<file path="config.mk">
export PLATFORM = sky130hd
export DESIGN_NAME = camera_reg_config
export DESIGN_NICKNAME = d
export VERILOG_FILES = /design/src/rtl/camera_cfg_pkg.sv /design/src/rtl/camera_reg_lut.sv /design/src/rtl/camera_reg_config.sv
export SDC_FILE = /design/constraint.sdc
export NUM_CORES = 1
export LEC_CHECK = 0
export CAP_MARGIN = 5
export CORE_UTILIZATION = 53
export CTS_CLUSTER_SIZE = 25
export DETAILED_ROUTE_END_ITERATION = 16
export GPL_ROUTABILITY_DRIVEN = 1
export PLACE_DENSITY = 0.77
export SETUP_SLACK_MARGIN = 0.4
export SYNTH_ARGS = -nofsm -noshare
export SYNTH_HDL_FRONTEND = slang
export SYNTH_SLANG_ARGS = --single-unit
</file>
<file path="constraint.sdc">
create_clock -name clock_i2c -period 2.8 [get_ports clock_i2c]
set_input_delay 0.7 -clock clock_i2c [delete_from_list [all_inputs] [get_ports clock_i2c]]
set_output_delay 0.7 -clock clock_i2c [all_outputs]
set_load 0.02 [all_outputs]
</file>
<file path="src/rtl/camera_cfg_pkg.sv">
// Shared constants and types for the OV5640 register configuration sequencer.
package camera_cfg_pkg;

  localparam int unsigned STATE_W = 3;

  localparam logic [STATE_W-1:0] ST_PWRUP  = 3'd0;
  localparam logic [STATE_W-1:0] ST_LOAD   = 3'd1;
  localparam logic [STATE_W-1:0] ST_GAP    = 3'd2;
  localparam logic [STATE_W-1:0] ST_XFER   = 3'd3;
  localparam logic [STATE_W-1:0] ST_CHECK  = 3'd4;
  localparam logic [STATE_W-1:0] ST_DELAY  = 3'd5;
  localparam logic [STATE_W-1:0] ST_NEXT   = 3'd6;
  localparam logic [STATE_W-1:0] ST_FINISH = 3'd7;

  // Table entries with this address are waits, not register writes.
  localparam logic [15:0] DELAY_MARKER = 16'hFFFF;
  localparam int unsigned DELAY_UNIT_W = 10;
  localparam int unsigned DELAY_UNIT   = 1 << DELAY_UNIT_W;

  // Idle cycles before each attempt so the bit engine re-arms.
  localparam int unsigned GAP_CYCLES = 3;
  localparam int unsigned GAP_W      = 2;

  localparam int unsigned IDX_W = 9;

  typedef struct packed {
    logic [15:0] addr;
    logic [7:0]  val;
  } reg_entry_t;

  // Counter width able to hold max_count without overflow (never zero).
  function automatic int unsigned cnt_width(input int unsigned max_count);
    return (max_count < 2) ? 1 : int'($clog2(max_count + 1));
  endfunction

endpackage

</file>
<file path="src/rtl/camera_reg_lut.sv">
// OV5640 init list: index -> {reg_addr, reg_val}; unlisted indices read as a 1-cycle wait.
module camera_reg_lut
  import camera_cfg_pkg::*;
(
  input  logic [IDX_W-1:0] index,
  output reg_entry_t       entry
);

  logic [23:0] raw;

  // Table lookup; default is a zero-length delay entry so stray indices are harmless.
  always_comb begin
    raw = 24'hFFFF00;
    case (index)
      9'd0:  raw = 24'h3103_11;
      9'd1:  raw = 24'h3008_82;
      9'd2:  raw = 24'h3008_42;
      9'd3:  raw = 24'h3103_03;
      9'd4:  raw = 24'hFFFF_02;
      9'd5:  raw = 24'h3017_FF;
      9'd6:  raw = 24'h3018_FF;
      9'd7:  raw = 24'h3034_1A;
      9'd8:  raw = 24'h3035_11;
      9'd9:  raw = 24'h3036_46;
      9'd10: raw = 24'h3037_13;
      9'd11: raw = 24'h3108_01;
      9'd12: raw = 24'h3630_36;
      9'd13: raw = 24'h3631_0E;
      9'd14: raw = 24'h3632_E2;
      9'd15: raw = 24'h3633_12;
      9'd16: raw = 24'h3621_E0;
      9'd17: raw = 24'h3704_A0;
      9'd18: raw = 24'h3703_5A;
      9'd19: raw = 24'h3715_78;
      9'd20: raw = 24'h3717_01;
      9'd21: raw = 24'h370B_60;
      9'd22: raw = 24'h3705_1A;
      9'd23: raw = 24'h3905_02;
      9'd24: raw = 24'h3906_10;
      9'd25: raw = 24'h3901_0A;
      9'd26: raw = 24'h3731_12;
      9'd27: raw = 24'h3600_08;
      9'd28: raw = 24'h3601_33;
      9'd29: raw = 24'h302D_60;
      9'd30: raw = 24'h3620_52;
      9'd31: raw = 24'h371B_20;
      9'd32: raw = 24'h471C_50;
      9'd33: raw = 24'h3A13_43;
      9'd34: raw = 24'h3A18_00;
      9'd35: raw = 24'h3A19_F8;
      9'd36: raw = 24'h3635_13;
      9'd37: raw = 24'h3636_03;
      9'd38: raw = 24'h3634_40;
      9'd39: raw = 24'h3622_01;
      9'd40: raw = 24'h3C01_34;
      9'd41: raw = 24'h3C04_28;
      9'd42: raw = 24'h3C05_98;
      9'd43: raw = 24'h3C06_00;
      9'd44: raw = 24'h3C07_08;
      9'd45: raw = 24'h3C08_00;
      9'd46: raw = 24'h3C09_1C;
      9'd47: raw = 24'h3C0A_9C;
      9'd48: raw = 24'h3C0B_40;
      9'd49: raw = 24'h4300_61;
      9'd50: raw = 24'h501F_01;
      9'd51: raw = 24'h3008_02;
      default: raw = 24'hFFFF00;
    endcase
  end

  assign entry = raw;

endmodule

</file>
<file path="src/rtl/camera_reg_config.sv">
// Walks the camera init table, driving the I2C bit engine one entry at a time with retries.
module camera_reg_config
  import camera_cfg_pkg::*;
#(
  parameter logic [7:0]  DEV_ADDR  = 8'h78,
  parameter int unsigned NUM_REGS  = 252,
  parameter int unsigned PWR_DELAY = 20000,
  parameter int unsigned MAX_RETRY = 3,
  parameter int unsigned TIMEOUT   = 63
) (
  input  logic             clock_i2c,
  input  logic             camera_rst,
  input  logic             tr_end,
  input  logic             ack,
  output logic [31:0]      i2c_data,
  output logic             start,
  output logic [IDX_W-1:0] reg_index,
  output logic             config_done,
  output logic             config_err
);

  localparam int unsigned PWR_W = cnt_width(PWR_DELAY);
  localparam int unsigned TMO_W = cnt_width(TIMEOUT);
  localparam int unsigned RTY_W = cnt_width(MAX_RETRY);
  localparam int unsigned DLY_W = 8 + DELAY_UNIT_W;

  localparam logic [PWR_W-1:0] PWR_LAST = PWR_W'(PWR_DELAY - 1);
  localparam logic [TMO_W-1:0] TMO_LAST = TMO_W'(TIMEOUT - 1);
  localparam logic [RTY_W-1:0] RTY_MAX  = RTY_W'(MAX_RETRY);
  localparam logic [GAP_W-1:0] GAP_LAST = GAP_W'(GAP_CYCLES - 1);
  localparam logic [IDX_W-1:0] IDX_LAST = IDX_W'(NUM_REGS - 1);

  logic [STATE_W-1:0] state, state_nxt;
  logic [PWR_W-1:0]   pwr_cnt, pwr_cnt_nxt;
  logic [GAP_W-1:0]   gap_cnt, gap_cnt_nxt;
  logic [TMO_W-1:0]   tmo_cnt, tmo_cnt_nxt;
  logic [DLY_W-1:0]   dly_cnt, dly_cnt_nxt;
  logic [RTY_W-1:0]   retry_cnt, retry_cnt_nxt;
  logic               timed_out, timed_out_nxt;
  logic [31:0]        i2c_data_nxt;
  logic               start_nxt;
  logic [IDX_W-1:0]   reg_index_nxt;
  logic               config_done_nxt, config_err_nxt;

  reg_entry_t         entry;
  logic [DLY_W-1:0]   dly_len, dly_last;

  camera_reg_lut u_lut (
    .index (reg_index),
    .entry (entry)
  );

  // Delay entries count in 1024-cycle units; a zero count still costs one cycle.
  assign dly_len  = DLY_W'(i2c_data[7:0]) * DLY_W'(DELAY_UNIT);
  assign dly_last = (dly_len == '0) ? '0 : dly_len - DLY_W'(1);

  // Next-state and next-output logic.
  always_comb begin
    state_nxt       = state;
    pwr_cnt_nxt     = pwr_cnt;
    gap_cnt_nxt     = gap_cnt;
    tmo_cnt_nxt     = tmo_cnt;
    dly_cnt_nxt     = dly_cnt;
    retry_cnt_nxt   = retry_cnt;
    timed_out_nxt   = timed_out;
    i2c_data_nxt    = i2c_data;
    reg_index_nxt   = reg_index;
    config_done_nxt = config_done;
    config_err_nxt  = config_err;

    case (state)
      ST_PWRUP: begin
        if (pwr_cnt == PWR_LAST) state_nxt = ST_LOAD;
        else                     pwr_cnt_nxt = pwr_cnt + PWR_W'(1);
      end
      ST_LOAD: begin
        i2c_data_nxt  = {DEV_ADDR, entry.addr, entry.val};
        retry_cnt_nxt = '0;
        gap_cnt_nxt   = '0;
        dly_cnt_nxt   = '0;
        state_nxt     = (entry.addr == DELAY_MARKER) ? ST_DELAY : ST_GAP;
      end
      ST_GAP: begin
        if (gap_cnt == GAP_LAST) begin
          tmo_cnt_nxt   = '0;
          timed_out_nxt = 1'b0;
          state_nxt     = ST_XFER;
        end else begin
          gap_cnt_nxt = gap_cnt + GAP_W'(1);
        end
      end
      ST_XFER: begin
        // tr_end is ignored on the first XFER cycle so a stale flag cannot complete a transfer.
        if (tr_end && (tmo_cnt != '0)) begin
          state_nxt = ST_CHECK;
        end else if (tmo_cnt == TMO_LAST) begin
          timed_out_nxt = 1'b1;
          state_nxt     = ST_CHECK;
        end else begin
          tmo_cnt_nxt = tmo_cnt + TMO_W'(1);
        end
      end
      ST_CHECK: begin
        if (!ack && !timed_out) begin
          state_nxt = ST_NEXT;
        end else if (retry_cnt != RTY_MAX) begin
          retry_cnt_nxt = retry_cnt + RTY_W'(1);
          gap_cnt_nxt   = '0;
          state_nxt     = ST_GAP;
        end else begin
          config_err_nxt = 1'b1;
          state_nxt      = ST_NEXT;
        end
      end
      ST_DELAY: begin
        if (dly_cnt == dly_last) state_nxt = ST_NEXT;
        else                     dly_cnt_nxt = dly_cnt + DLY_W'(1);
      end
      ST_NEXT: begin
        if (reg_index == IDX_LAST) begin
          config_done_nxt = 1'b1;
          state_nxt       = ST_FINISH;
        end else begin
          reg_index_nxt = reg_index + IDX_W'(1);
          state_nxt     = ST_LOAD;
        end
      end
      ST_FINISH: begin
        config_done_nxt = 1'b1;
      end
      default: begin
        state_nxt = ST_PWRUP;
      end
    endcase

    start_nxt = (state_nxt == ST_XFER) || (state_nxt == ST_CHECK);
  end

  // State, counter and output registers with synchronous reset.
  always_ff @(posedge clock_i2c) begin
    if (camera_rst) begin
      state       <= ST_PWRUP;
      pwr_cnt     <= '0;
      gap_cnt     <= '0;
      tmo_cnt     <= '0;
      dly_cnt     <= '0;
      retry_cnt   <= '0;
      timed_out   <= 1'b0;
      i2c_data    <= '0;
      start       <= 1'b0;
      reg_index   <= '0;
      config_done <= 1'b0;
      config_err  <= 1'b0;
    end else begin
      state       <= state_nxt;
      pwr_cnt     <= pwr_cnt_nxt;
      gap_cnt     <= gap_cnt_nxt;
      tmo_cnt     <= tmo_cnt_nxt;
      dly_cnt     <= dly_cnt_nxt;
      retry_cnt   <= retry_cnt_nxt;
      timed_out   <= timed_out_nxt;
      i2c_data    <= i2c_data_nxt;
      start       <= start_nxt;
      reg_index   <= reg_index_nxt;
      config_done <= config_done_nxt;
      config_err  <= config_err_nxt;
    end
  end

endmodule

</file>
# Yosys cells after proc, flatten, opt, wreduce, memory -nomap -nowiden
# Memories as Yosys holds them, arrays and structs flattened. A register that Yosys moved wholly into a read port is not among the register bits.
# Cells that the tools add are included.
# Widths: inputs -> output; s select.
[totals]
register_bits = 84
romBits = 1536
output_inout_bits = 44
word_cells = 105
mem_count = 1
[mem_list]
columns = ["memory", "words", "width", "read_ports", "rd_ports_with_merged_regs", "write_ports", "line_no", "text"]
rows = [
  ["(no name shown)", 64, 24, 1, 1, 0, "camera_reg_lut.sv:14", "case (index)"],
]
[classes]
add_sub_neg = 7
eq_ne = 25
muxes = 33
bitwise_logic = 4
reduce_logical = 23
[ops]
columns = ["cell", "count"]
rows = [
  ["$mux 18", 2],
  ["$pmux 18 s2", 1],
  ["$mux 6", 5],
  ["$mux 3", 9],
  ["$mux 24", 1],
  ["$pmux 3 s7", 1],
  ["$ne 2x2->1 const B", 10],
  ["$add 18x1->18 const B", 1],
  ["$eq 18x18->1", 1],
  ["$logic_not 18->1", 1],
  ["$sub 18x1->18 const B", 1],
  ["$eq 16x16->1 const B", 1],
  ["$add 15x1->15 const B", 1],
  ["$eq 15x15->1 const B", 1],
  ["$eq 3x3->1 const B", 5],
  ["$pmux 6 s2", 1],
  ["$reduce_and 4->1", 3],
  ["$mux 2", 5],
  ["$add 9x1->9 const B", 1],
  ["$eq 3x2->1 const B", 3],
  ["$eq 9x8->1 const B", 1],
  ["$reduce_and 2->1", 4],
  ["$reduce_bool 2->1", 4],
  ["$add 6x1->6 const B", 1],
  ["other kinds (16)", 28],
]

# Longest topological paths before layout
[logic_depth]
word_depth = 7
ltp_mapped = 14

# Cells and area by module
# From an unflattened synthesis, not the netlist that was laid out.
[unflattened]
cells_unflattened = 759
hier_area_um2 = 5814.3
[modules_own_cells]
columns = ["module", "n_inst", "cells_per_inst", "area_per_inst_um2", "seq_area_each_um2"]
rows = [
  ["camera_reg_config", 1, 519, 4195.3, 1681.6],
  ["camera_reg_lut", 1, 240, 1619.1, 0.0],
]

# Worst setup path after synthesis
# Ideal clock, no wire load.
[synth_timing]
path_kind = "reg2reg"
startpoint = "reg reg_index[0]"
endpoint = "reg with a tool-made name"
setup_time_ps = 135
arrival_time_ps = 3021
required_time_ps = 2665
slack_ps = -356
path_stages_with_launch = 12
path_buffers = 1
synth_period_minus_slack_ps = 3156
cell_sequence = "dfxtp_1 > ha_1 > nor2b_1 > and4_1 > or3_1 > a21oi_2 > inv_1 > ha_1 > clkbuf_1 > a211oi_1 > o311ai_0 > o21ai_0"
[synth_rtl]
columns = ["element", "line_no", "text"]
rows = [
  ["start: declaration", "camera_reg_config.sv:17", "output logic [IDX_W-1:0] reg_index,"],
  ["start signal: assignment", "camera_reg_config.sv:164", "reg_index <= reg_index_nxt;"],
]

==> results.md <==
### Outcome
* **outcome** complete, no violations

### Critical path
* **required time of the worst setup path** 3.04 ns
* **critical path startpoint category** flip-flop
* **largest driver fanout on the critical path** 4
* **kind of end point of the critical path** flip-flop
* **type of the setup path with the least slack** flip-flop to flip-flop
* **arrival time worst endpoint** 2.98 ns

### Detailed routing
* **count of unresolved DRC violations after routing** 0
* **aggregate routed wire length** 22.06 mm
* **post-DR vias/cell** 6.536
* **initial DRC count** 729
* **via count** 6804
* **average wire per cell in the routed design** 21.19 um
* **detailed-routing iteration count for the pre-antenna-repair pass** 5
* **number of antenna-violating nets in the routed design** 0

### Timing
* **# setup viols final** 0
* **Max Clock Skew** 0.01324 ns
* **maximum frequency from static timing analysis** 0.3647 GHz
* **unrepaired setup endpoints after global routing** true
* **final setup TNS** 0 ns
* **post-route clock period utilization** 0.9792
* **Least-Margin Pin Slew** 0.6471 ns
* **remaining max-slew budget at the tightest pin** 0.5673
* **shortest clock period the worst path allows after layout** 2.742 ns
* **Max Transition Viols Final** 0
* **final hold violation count** 0

### Clock network
* **clk buf depth** 2
* **Inserted Clock Buffers** 9
* **clock tree from TritonCTS** built
* **cell at the root of the clock tree** clkbuf_16
* **level count of the clock H-tree** 3
* **clock latency at the later pin of the worst-skew pair** 0.36 ns
* **CTS Sinks** 104
* **clock-pin slew on the worst setup and hold paths** 0.07 ns

### Floorplan
* **count of boundary I/O pins** 48
* **Total Die Area** 11740 um2
* **initial standard-cell utilization of the core** 0.5484
* **Chip Width** 108.4 um
* **Chip Height** 108.4 um
* **placeable core region** 10940 um2
* **# rows** 38

### Yosys
* **ranking of synthesized cells by area** dfxtp_1 35%, nor2_1 6.6%, nand2_1 4.8%
* **most common cell in the netlist** nor2_1
* **ys flop type** dfxtp_1
* **sequential cell area fraction in the yosys report** 0.3472
* **synthesized instance count** 775
* **cell taking the most area after synthesis** dfxtp_1
* **number of enable flip-flop cells after synthesis** 0
* **Synth top cells by count** 106 x nor2_1, 104 x dfxtp_1, 76 x nand2_1, 54 x a21oi_1, 45 x o21ai_0
* **summed instance area of the synthesized netlist** 5997 um2
* **mean instance size in the synthesized netlist** 7.738 um2
* **register bit count reported by yosys** 104
* **synth unique cells** 75
* **count of warnings emitted by yosys** 0
* **share of the synthesized area in the top cell type** 0.3472
* **async set-reset flop share out of synthesis** 0

### Cells and area
* **antenna diode count** 0
* **# nets final** 920
* **layout cell share with drive strength beyond 1** 0.2974
* **Design Area, Final** 8552 um2
* **final core utilization** 0.7820
* **growth of design area from synthesis to finish** 42.60%
* **final std cells w/o fill** 1041
* **Layout fillers** 696

### Power and ir drop
* **internal power** 2.259 mW
* **power density over the cells** 345.2 nW/um2
* **Total Power Consumption** 2.952 mW
* **portion of total power attributed to combinational logic** 0.040
* **sw frac** 0.2347
* **sequential power share** 0.508
* **clock network fraction of design power** 0.452
* **switching power total** 693.0 uW
* **VDD IR max** 0.0004554 V
* **Leakage** 3.252 nW

### Min path
* **HP Class** flip-flop to flip-flop

### Global routing
* **overall track demand over capacity in global routing** 0.3285
* **pin count of the biggest net entering global routing** 32
* **total gr overflow** 0
* **number of global-route vias before repair** 6052
* **first-pass GRT wire length** 30.10 mm
* **antenna violations before repair** 0

### Run
* **number of max-capacitance violations reported** 0

### Place
* **number of cells after detailed placement** 942
* **Area after DPL** 6814 um2
* **count of input and output buffers** 43
* **GP Congestion** 0.9779
* **placed wire-length estimate** 11.97 mm

## layout make-up
cell class / count / area (um2) / share of cell area
clock buffers: 10 / 239.0 / 0.02794
clock inverters: 6 / 72.57 / 0.008486
inverters: 25 / 113.9 / 0.01331
multi-input cells: 593 / 4322 / 0.5053
flip-flops and latches: 104 / 2107 / 0.2464
well taps: 140 / 175.2 / 0.02048
repair buffers: 161 / 1510 / 0.1766
repair inverters: 2 / 12.51 / 0.001463
## power by group through the flow
stage | clock network, mW | logic (mW) | registers (mW)
floorplan | 0 | 0.0851 | 1.53
global placement | 0 | 0.101 | 1.54
detailed placement | 0 | 0.105 | 1.54
CTS | 1.33 | 0.108 | 1.50
global route | 1.40 | 0.126 | 1.50
finish | 1.33 | 0.117 | 1.50
## per-layer routing
| layer | vias to the layer above | GRT usage | wire length (um) | share of wire |
|---|---|---|---|---|
| li1 | 3043 | - | - | - |
| met1 | 3225 | 0.3920 | 8340 | 0.38 |
| met2 | 432 | 0.5596 | 10640 | 0.48 |
| met3 | 104 | 0.07655 | 1913 | 0.087 |
| met4 | 0 | 0.1486 | 1160 | 0.053 |
| met5 | - | 0 | 0 | 0 |
## cells by family after synthesis
group           Yosys count  share of synthesized area
buf+inv                  84                    0.06196
xor+xnor                 27                    0.03943
fa+ha+maj                20                    0.04173
simple gates            310                     0.2502
flops                   104                     0.3472
mux                      12                    0.02232
other cells               1                  0.0006253
compound gates          217                     0.2366
## timing repair
item,in CTS,in global routing
pin swaps,36,41
hold buffers,0,0
resized for setup,69,87
setup buffers,41,35
hold endpoints to repair,0,0
endpoints found under the setup margin,42,50
cloned,4,3
## worst paths after layout
check | endpoint | slack [ns] | from | depth (start not counted)
max reg2reg | flip-flop | 0.06 | reg_index[0] | 11
min | i2c_data[0] | 0.44 | flip-flop | 2
min reg2reg | i2c_data[0] | 0.44 | flip-flop | 2
max | flip-flop | 0.06 | reg_index[0] | 11
## cell usage in the layout (no fill, tap or decap), drive strengths merged, types with 11 or more instances in the layout
master | synthesis | layout
nor3 | 20 | 20
inv | 23 | 25
buf | 25 | 117
nand2 | 76 | 76
o21ai | 45 | 45
nand4 | 15 | 15
a21oi | 55 | 55
clkbuf | 34 | 11
xnor2 | 17 | 17
nand3 | 22 | 22
dfxtp | 104 | 104
o22ai | 23 | 23
or3 | 12 | 12
nor2 | 106 | 106
a31oi | 16 | 19
ha | 20 | 20
clkdlybuf4s50 | 0 | 42
## worst max-delay path, stage by stage, from the launching register on
cell     delay, ns
dfxtp_4       0.36
ha_4          0.15
nor2b_4       0.12
and4_4        0.17
or3_4         0.36
a21oi_4       0.23
inv_4         0.08
ha_4          0.26
buf_6         0.13
mux4_2        0.53
o21ai_2       0.15
o22ai_1       0.09
## stage by stage
step	worst slack, ns	hold WS (ns)
global placement	0.1277	0.4110
finish	0.05833	0.4366
floorplan	0.2018	0.4003
global route	0.000001332	0.4573
detailed placement	0.01190	0.4300
CTS	0.1967	0.4473
Power figures use the tool's default switching activity.
